## config.mk

```make
export PLATFORM = sky130hd
export DESIGN_NAME = match_ctl
export DESIGN_NICKNAME = d
export VERILOG_FILES = /design/src/rtl/pong_pkg.sv /design/src/rtl/edge_sync.sv /design/src/rtl/match_ctl.sv
export SDC_FILE = /design/constraint.sdc
export NUM_CORES = 1
export LEC_CHECK = 0
export BUFFER_PORTS_ARGS = -buffer_cell sky130_fd_sc_hd__clkbuf_2
export CAP_MARGIN = 10
export CORE_MARGIN = 4
export CORE_UTILIZATION = 35
export CTS_CLUSTER_SIZE = 25
export DETAILED_ROUTE_END_ITERATION = 16
export PLACE_DENSITY = 0.61
export SLEW_MARGIN = 20
export SYNTH_ARGS = -nofsm -noshare
export SYNTH_HDL_FRONTEND = slang
export SYNTH_SLANG_ARGS = --single-unit
```

## constraint.sdc

```tcl
create_clock -name pclk -period 2.5 [get_ports pclk]
set_input_delay 0.25 -clock pclk [delete_from_list [all_inputs] [get_ports pclk]]
set_output_delay 0.25 -clock pclk [all_outputs]
set_load 0.05 [all_outputs]
```

## src/rtl/pong_pkg.sv

```systemverilog
// pong_pkg: definitions shared by the PONG match sequencer and the end-screen generator.
//   SCORE_W        width of each player's score bus
//   WIN_SCORE_DEF  default number of points that ends a match
//   state_t        match sequencer state encoding (IDLE=0, SERVE=1, PLAY=2, END=3)
package pong_pkg;

    localparam int unsigned SCORE_W       = 2;
    localparam int unsigned WIN_SCORE_DEF = 3;

    typedef enum logic [1:0] {
        StIdle  = 2'd0,
        StServe = 2'd1,
        StPlay  = 2'd2,
        StEnd   = 2'd3
    } state_t;

endpackage

```

## src/rtl/edge_sync.sv

```systemverilog
// edge_sync: optional 2-flop synchronizer followed by a rising-edge pulse generator.
//   pclk   in  clock
//   rst    in  synchronous active-high reset
//   din    in  level input (asynchronous unless BYPASS_SYNC is set)
//   pulse  out one-cycle pulse per rising edge of din
// With BYPASS_SYNC set, din is already in the pclk domain and is only registered once.
// A level that is already high when reset is released is not reported as an edge: the
// input must be seen low after the pipeline has refilled before any pulse is produced.
module edge_sync #(
    parameter bit BYPASS_SYNC = 1'b0
) (
    input  logic pclk,
    input  logic rst,
    input  logic din,
    output logic pulse
);

    logic       src;
    logic       prev_q;
    logic       armed_q;
    logic [1:0] settle_q;

    if (BYPASS_SYNC) begin : g_bypass
        logic in_q;

        always_ff @(posedge pclk) begin
            if (rst) begin
                in_q <= 1'b0;
            end else begin
                in_q <= din;
            end
        end

        assign src = in_q;
    end else begin : g_sync
        logic meta_q;
        logic sync_q;

        always_ff @(posedge pclk) begin
            if (rst) begin
                meta_q <= 1'b0;
                sync_q <= 1'b0;
            end else begin
                meta_q <= din;
                sync_q <= meta_q;
            end
        end

        assign src = sync_q;
    end

    always_ff @(posedge pclk) begin
        if (rst) begin
            prev_q   <= 1'b0;
            settle_q <= 2'b00;
            armed_q  <= 1'b0;
        end else begin
            prev_q   <= src;
            // settle_q[1] marks that src now carries real input rather than reset zeros
            settle_q <= {settle_q[0], 1'b1};
            if (settle_q[1] && !src) begin
                armed_q <= 1'b1;
            end
        end
    end

    assign pulse = src & ~prev_q & armed_q;

endmodule

```

## src/rtl/match_ctl.sv

```systemverilog
// match_ctl: PONG match sequencer. Owns both scores, sequences serve/play/end-of-match
// and counts frames from vsync.
//   pclk       in   pixel clock
//   rst        in   synchronous active-high reset
//   vsync_in   in   vsync (pclk domain); each rising edge is one frame tick
//   btn_start  in   asynchronous start button
//   goal_p1    in   one-cycle pulse, player 1 scored
//   goal_p2    in   one-cycle pulse, player 2 scored
//   score_p1   out  player 1 score
//   score_p2   out  player 2 score
//   ball_rst   out  holds the ball at centre
//   game_run   out  enables ball and paddle motion
//   match_end  out  high for the whole end-screen period
//   state_dbg  out  current state encoding
module match_ctl
    import pong_pkg::*;
#(
    parameter int unsigned WIN_SCORE    = WIN_SCORE_DEF,
    parameter int unsigned SERVE_FRAMES = 60,
    parameter int unsigned END_FRAMES   = 300,
    parameter int unsigned FCNT_W       = 9
) (
    input  logic               pclk,
    input  logic               rst,
    input  logic               vsync_in,
    input  logic               btn_start,
    input  logic               goal_p1,
    input  logic               goal_p2,
    output logic [SCORE_W-1:0] score_p1,
    output logic [SCORE_W-1:0] score_p2,
    output logic               ball_rst,
    output logic               game_run,
    output logic               match_end,
    output logic [1:0]         state_dbg
);

    localparam logic [SCORE_W-1:0] WinScore  = SCORE_W'(WIN_SCORE);
    localparam logic [FCNT_W-1:0]  ServeLast = FCNT_W'(SERVE_FRAMES - 1);
    localparam logic [FCNT_W-1:0]  EndLast   = FCNT_W'(END_FRAMES - 1);

    state_t              state_q;
    logic [FCNT_W-1:0]   fcnt_q;
    logic                start_p;
    logic                frame_p;
    logic [SCORE_W-1:0]  p1_inc;
    logic [SCORE_W-1:0]  p2_inc;

    edge_sync #(
        .BYPASS_SYNC(1'b0)
    ) u_btn_sync (
        .pclk (pclk),
        .rst  (rst),
        .din  (btn_start),
        .pulse(start_p)
    );

    edge_sync #(
        .BYPASS_SYNC(1'b1)
    ) u_vsync_edge (
        .pclk (pclk),
        .rst  (rst),
        .din  (vsync_in),
        .pulse(frame_p)
    );

    assign p1_inc    = score_p1 + SCORE_W'(1);
    assign p2_inc    = score_p2 + SCORE_W'(1);
    assign state_dbg = state_q;

    // Decoded outputs are written alongside every state change so they stay registered.
    always_ff @(posedge pclk) begin
        if (rst) begin
            state_q   <= StIdle;
            fcnt_q    <= '0;
            score_p1  <= '0;
            score_p2  <= '0;
            ball_rst  <= 1'b1;
            game_run  <= 1'b0;
            match_end <= 1'b0;
        end else begin
            unique case (state_q)
                StIdle: begin
                    if (start_p) begin
                        state_q <= StServe;
                        fcnt_q  <= '0;
                    end
                end
                StServe: begin
                    if (frame_p) begin
                        if (fcnt_q == ServeLast) begin
                            state_q  <= StPlay;
                            fcnt_q   <= '0;
                            ball_rst <= 1'b0;
                            game_run <= 1'b1;
                        end else begin
                            fcnt_q <= fcnt_q + FCNT_W'(1);
                        end
                    end
                end
                StPlay: begin
                    if (goal_p1 || goal_p2) begin
                        // Simultaneous goals cancel out; only a re-serve happens.
                        logic win;
                        win = 1'b0;
                        if (goal_p1 && !goal_p2) begin
                            score_p1 <= p1_inc;
                            win      = (p1_inc == WinScore);
                        end else if (goal_p2 && !goal_p1) begin
                            score_p2 <= p2_inc;
                            win      = (p2_inc == WinScore);
                        end
                        fcnt_q   <= '0;
                        ball_rst <= 1'b1;
                        game_run <= 1'b0;
                        if (win) begin
                            state_q   <= StEnd;
                            match_end <= 1'b1;
                        end else begin
                            state_q <= StServe;
                        end
                    end
                end
                StEnd: begin
                    if (frame_p) begin
                        if (fcnt_q == EndLast) begin
                            state_q   <= StIdle;
                            fcnt_q    <= '0;
                            score_p1  <= '0;
                            score_p2  <= '0;
                            match_end <= 1'b0;
                        end else begin
                            fcnt_q <= fcnt_q + FCNT_W'(1);
                        end
                    end
                end
            endcase
        end
    end

endmodule

```

; Word-level counts from Yosys, hierarchy flattened
; Cells that the tools add are included.
[totals]
register_bits = 29
input_bits = 6
output_inout_bits = 9
word_cells = 104
[classes]
add_sub_neg = 3
eq_ne = 17
muxes = 42
bitwise = 6
reduce_logical = 18
[op_table]
columns = op, count
row1 = $mux 9, 6
row2 = $pmux 9 s4, 1
row3 = $mux 2, 12
row4 = $ne 2x2->1 const B, 10
row5 = $mux 1, 17
row6 = $reduce_and 6->1, 2
row7 = $reduce_and 5->1, 2
row8 = $add 9x1->9 const B, 1
row9 = $eq 9x6->1 const B, 1
row10 = $eq 9x9->1 const B, 1
row11 = $eq 2x2->1 const B, 4
row12 = $pmux 2 s2, 2
row13 = $pmux 2 s4, 1
row14 = $reduce_and 4->1, 2
row15 = $pmux 1 s2, 3
row16 = $add 2x1->2 const B, 2
row17 = $and 1x1->1, 4
row18 = $logic_and 1x1->1, 4
row19 = $logic_not 1->1, 4
row20 = $reduce_bool 2->1, 2
row21 = $eq 2x1->1 const B, 1
row22 = $logic_not 2->1, 1
row23 = $not 1->1, 2
row24 = $logic_or 1x1->1, 1

; Longest topological paths before layout
[logic_depth]
word_depth = 10
depth_mapped = 7

; By module
; A second synthesis with hierarchy kept.
[hier_totals]
cells_unflattened = 162
area_unflattened_um2 = 1422.6
[by_module_without_submodules]
columns = module, instances, cells_per_inst, area_per_inst_um2, seq_area_each_um2
row1 = match_ctl, 1, 134, 1071.0, 360.3
row2 = edge_sync at u_btn_sync, 1, 15, 187.7, 120.1
row3 = edge_sync at u_vsync_edge, 1, 13, 163.9, 100.1

; Worst setup path before layout
; No wires, ideal clock.
[synth_timing]
kind = register -> register
startpoint = reg fcnt_q[0]
endpoint = reg state_q[1], in the netlist state_dbg[1]
arrival_time_ps = 2051
path_slack_ps = 378
path_stages_with_launch = 8
cell_sequence = dfxtp_1 -> ha_1 -> or4b_4 -> a211oi_2 -> nor2b_1 -> buf_6 -> or4b_1 -> a21oi_1
[synth_via]
elab_chain_cells = 3
elab_cells_between_ends = 5
classes_between = eq/ne: 4 / reduce/logical: 1
[synth_rtl]
columns = item, line
row1 = start: declaration, match_ctl.sv:42  ; logic [FCNT_W-1:0] fcnt_q;
row2 = start signal: assignment, match_ctl.sv:96  ; fcnt_q <= fcnt_q + FCNT_W'(1);
row3 = start signal: assignment, match_ctl.sv:132  ; fcnt_q <= fcnt_q + FCNT_W'(1);
row4 = $eq 9x6->1 / $eq 9x9->1 (equally long branches), "match_ctl.sv:90, match_ctl.sv:125"
row5 = $ne 2x2->1 (no source line), -
row6 = $reduce_and 6->1 (no source line) *, -
row7 = end signal: assignment, match_ctl.sv:84  ; state_q <= StServe;
row8 = end signal: assignment, match_ctl.sv:91  ; state_q <= StPlay;
row9 = end signal: assignment, match_ctl.sv:116  ; state_q <= StEnd;
row10 = end: declaration, match_ctl.sv:41  ; state_t state_q;
; Every way passes the cells marked *; elsewhere a longest branch is shown, timed or not.
; A chain may end at the register's enable or synchronous reset.

; Final worst setup path
; Same ends and word-level chain as after synthesis.

==> impl_metrics.py <==
metrics = {
    "status": {
        "status": "finished, final reports clean",
    },
    "setup_path": {
        "r2r_end": "state_dbg[1]",
        "cp.arrival_ns": 2.48,
        "r2r_slack_ns": 0.29,
        "critPathRequiredTime_ns": 2.77,
        "crit_type": "register to register",
        "worstRegToRegCells": 6,
        "path_max_fanout": 6,
        "worstReg2RegStart": "fcnt_q[0]",
        "cp-end-kind": "register",
        "startpoint_type": "register",
    },
    "logic_synthesis": {
        "yosysUniqueCellTypes": 33,
        "async_flop_share_pct": 0,
        "synth_area_sq_mm": 0.00125,
        "netlist_top_cells_count": "27 x dfxtp_1, 16 x nor2_1, 15 x a21oi_1",
        "avgSynthCellArea_sq_um": 8.20,
        "ys_seq_elements": 27,
        "synth_flop_cell": "dfxtp_1",
        "seq_area_frac_synth_pct": 43.4,
        "yosysWarnings": 0,
        "synth_most_common_cell": "dfxtp_1",
        "synth_cells": 152,
        "ys_top_cells_by_area": "dfxtp_1 43%, a21oi_1 6.0%, nor2_1 4.8%",
        "synth_fp_nets": 161,
        "synth_edf_count": 0,
        "yosysTopAreaCellShare_pct": 43.4,
        "synth_top_cell_by_area": "dfxtp_1",
    },
    "min_path": {
        "whs_endpoint": "u_vsync_edge.g_bypass.in_q",
        "min_path_type": "input pin to register",
        "min_path_cells": 2,
        "hold_path.startpoint": "vsync_in",
    },
    "power_and_ir_drop": {
        "cellPowerDensity_mw_per_mm2": 484,
        "p_leak_nw": 0.497,
        "vdd_drop_max_uv": 337,
    },
    "clock_tree": {
        "cts_resized": 0,
        "h-tree-depth": 1,
        "clkSinkCount": 27,
        "clk_pin_slew_ns": 0.16,
        "clk_latency_ns": 0.33,
        "cts_tree": "built",
        "cts_root_buf": "clkbuf_4",
        "numCtsBuffers": 3,
        "post_cts_buffers": 0,
        "clk_path_buf_depth": 2,
        "cts_hold_buf": 0,
    },
    "floorplan": {
        "rows": 21,
        "fp.dieArea_sq_mm": 0.00458,
        "io_pins": 15,
        "die_y_microns": 67.7,
        "core_sq_mm": 0.00339,
        "die_w_microns": 67.7,
        "start_util_pct": 36.8,
    },
    "sta": {
        "finalCriticalPeriod_ns": 2.21,
        "slew_headroom_pct": 54.5,
        "finalMaxSlewViolations": 0,
        "period_share_pct": 88.5,
        "finalSetupTns_ns": 0,
        "setup_viol": 0,
        "layout_setup_ws_ns": 0.287,
        "fin_skew_ns": 0.00298,
        "clock.fmax_mhz": 452,
        "tightest_slew_ns": 0.680,
        "finalHoldViolCount": 0,
        "rsz0062_at_grt": "false",
    },
    "grt": {
        "grt_busiest_layer": "met2",
        "met3_usage_pct": 3.49,
        "antenna_found_initial": 0,
        "gr-usage-met1_pct": 17.6,
        "track_usage_pct": 12.9,
        "grtUsageMet2_pct": 20.2,
        "grt_max_degree": 26,
        "grt_pass1_vias": 987,
        "grt_pass1_wl_microns": 4560,
        "overflow": 0,
    },
    "route": {
        "drtIter0Drc": 53,
        "vias": 1114,
        "drt_pass1_iterations": 4,
        "wl_per_cell_microns": 12.5,
        "drc": 0,
        "viasPerCell": 5.23,
        "ant_nets": 0,
        "wirelength_microns": 2670,
    },
    "final_layout": {
        "area_growth_pct": 12.4,
        "num-nets-final": 177,
        "drive_above_1_share_pct": 16.8,
        "n_antenna_cell": 0,
    },
    "run": {
        "max-cap-violations": 0,
    },
    "placement": {
        "port_buffers": 14,
        "pre_cts_slack_ns": 0.333,
        "dp_hpwl_microns": 1980,
        "place_congestion": 0.814,
    },
}
==> worst max-delay path: stages, from the launching register on <==
cell and delay, ns:
dfxtp_1 0.42, ha_1 0.25, or4b_4 0.50, a211oi_2 0.27, nor2b_1 0.09, or4b_1 0.48
a21oi_1 0.14
==> metrics by stage <==
stage | instances | hold slack, ns | cell area [sq um] | power [W] | utilization, %
after floorplan | 152 | 0.322 | 1250 | 0.000470 | -
after global placement | 209 | 0.420 | 1370 | 0.000481 | 40.4
after detailed placement | 209 | 0.438 | 1370 | 0.000482 | 40.4
after global routing | 213 | 0.102 | 1400 | 0.000706 | 41.3
after CTS | 213 | 0.101 | 1400 | 0.000690 | 41.3
final | 213 | 0.114 | 1400 | 0.000678 | 41.3
==> where the power goes <==
group          switching (W)  internal, W
combinational      0.0000192    0.0000109
sequential        0.00000393     0.000438
clock               0.000140    0.0000654
==> cells by family (layout without fill, tap and decap cells) <==
group                      after synthesis  after routing  synth area share (%)
DFF                                     27             27                  43.4
adders and majority gates                3              3                  3.01
and+or+nand+nor                         80             80                  35.4
AOI/OAI and AO/OA                       30             30                  14.0
buffers and inverters                   12             27                  4.22
==> layer usage <==
| layer | vias up | part of all wire (%) |
|---|---|---|
| li1 | 576 | - |
| met1 | 513 | 47 |
| met2 | 23 | 48 |
| met3 | 2 | 3.9 |
| met4 | 0 | 0.52 |
| met5 | - | 0 |
==> flip-flops by register name, summed over array words and instances, names as in the netlist, 2 cells and up <==
name and flops:
score_p1 2, state_dbg 2, u_btn_sync.settle_q 2, score_p2 2, fcnt_q 9
==> cell usage in the layout, fill, tap and decap left out, drive strengths merged, types with 2 or more instances in the layout <==
| master | instances |
|---|---|
| a21oi | 15 |
| a31oi | 3 |
| and3 | 2 |
| buf | 4 |
| clkbuf | 17 |
| dfxtp | 27 |
| ha | 3 |
| inv | 6 |
| nand2 | 14 |
| nand2b | 5 |
| nand3 | 7 |
| nand3b | 6 |
| nand4 | 3 |
| nor2 | 16 |
| nor2b | 5 |
| nor3 | 7 |
| o21ai | 7 |
| or3 | 4 |
| or3b | 2 |
| or4b | 2 |
==> how the worst max path moves through the flow <==
stage | startpoint | end | slack, ns | cells past startpoint
2_1_floorplan | fcnt_q[0] | state_dbg[1] | 0.38 | 7
3_3_place_gp | fcnt_q[0] | state_dbg[1] | 0.40 | 6
3_5_place_dp | fcnt_q[0] | state_dbg[1] | 0.33 | 6
4_1_cts | fcnt_q[0] | state_dbg[1] | 0.27 | 6
5_1_grt | fcnt_q[0] | score_p1[1] | 0.12 | 7
6_report | fcnt_q[0] | state_dbg[1] | 0.29 | 6
==> layout make-up <==
type                       instances  area (sq um)
clock buffer                       3          22.5
clock inverter                     1          8.76
fill                             347          1990
inverter                           5          18.8
multi-input combinational        113           653
sequential                        27           541
tap                               46          57.6
timing repair buffer              18           100
(Power assumes the default switching activity.)
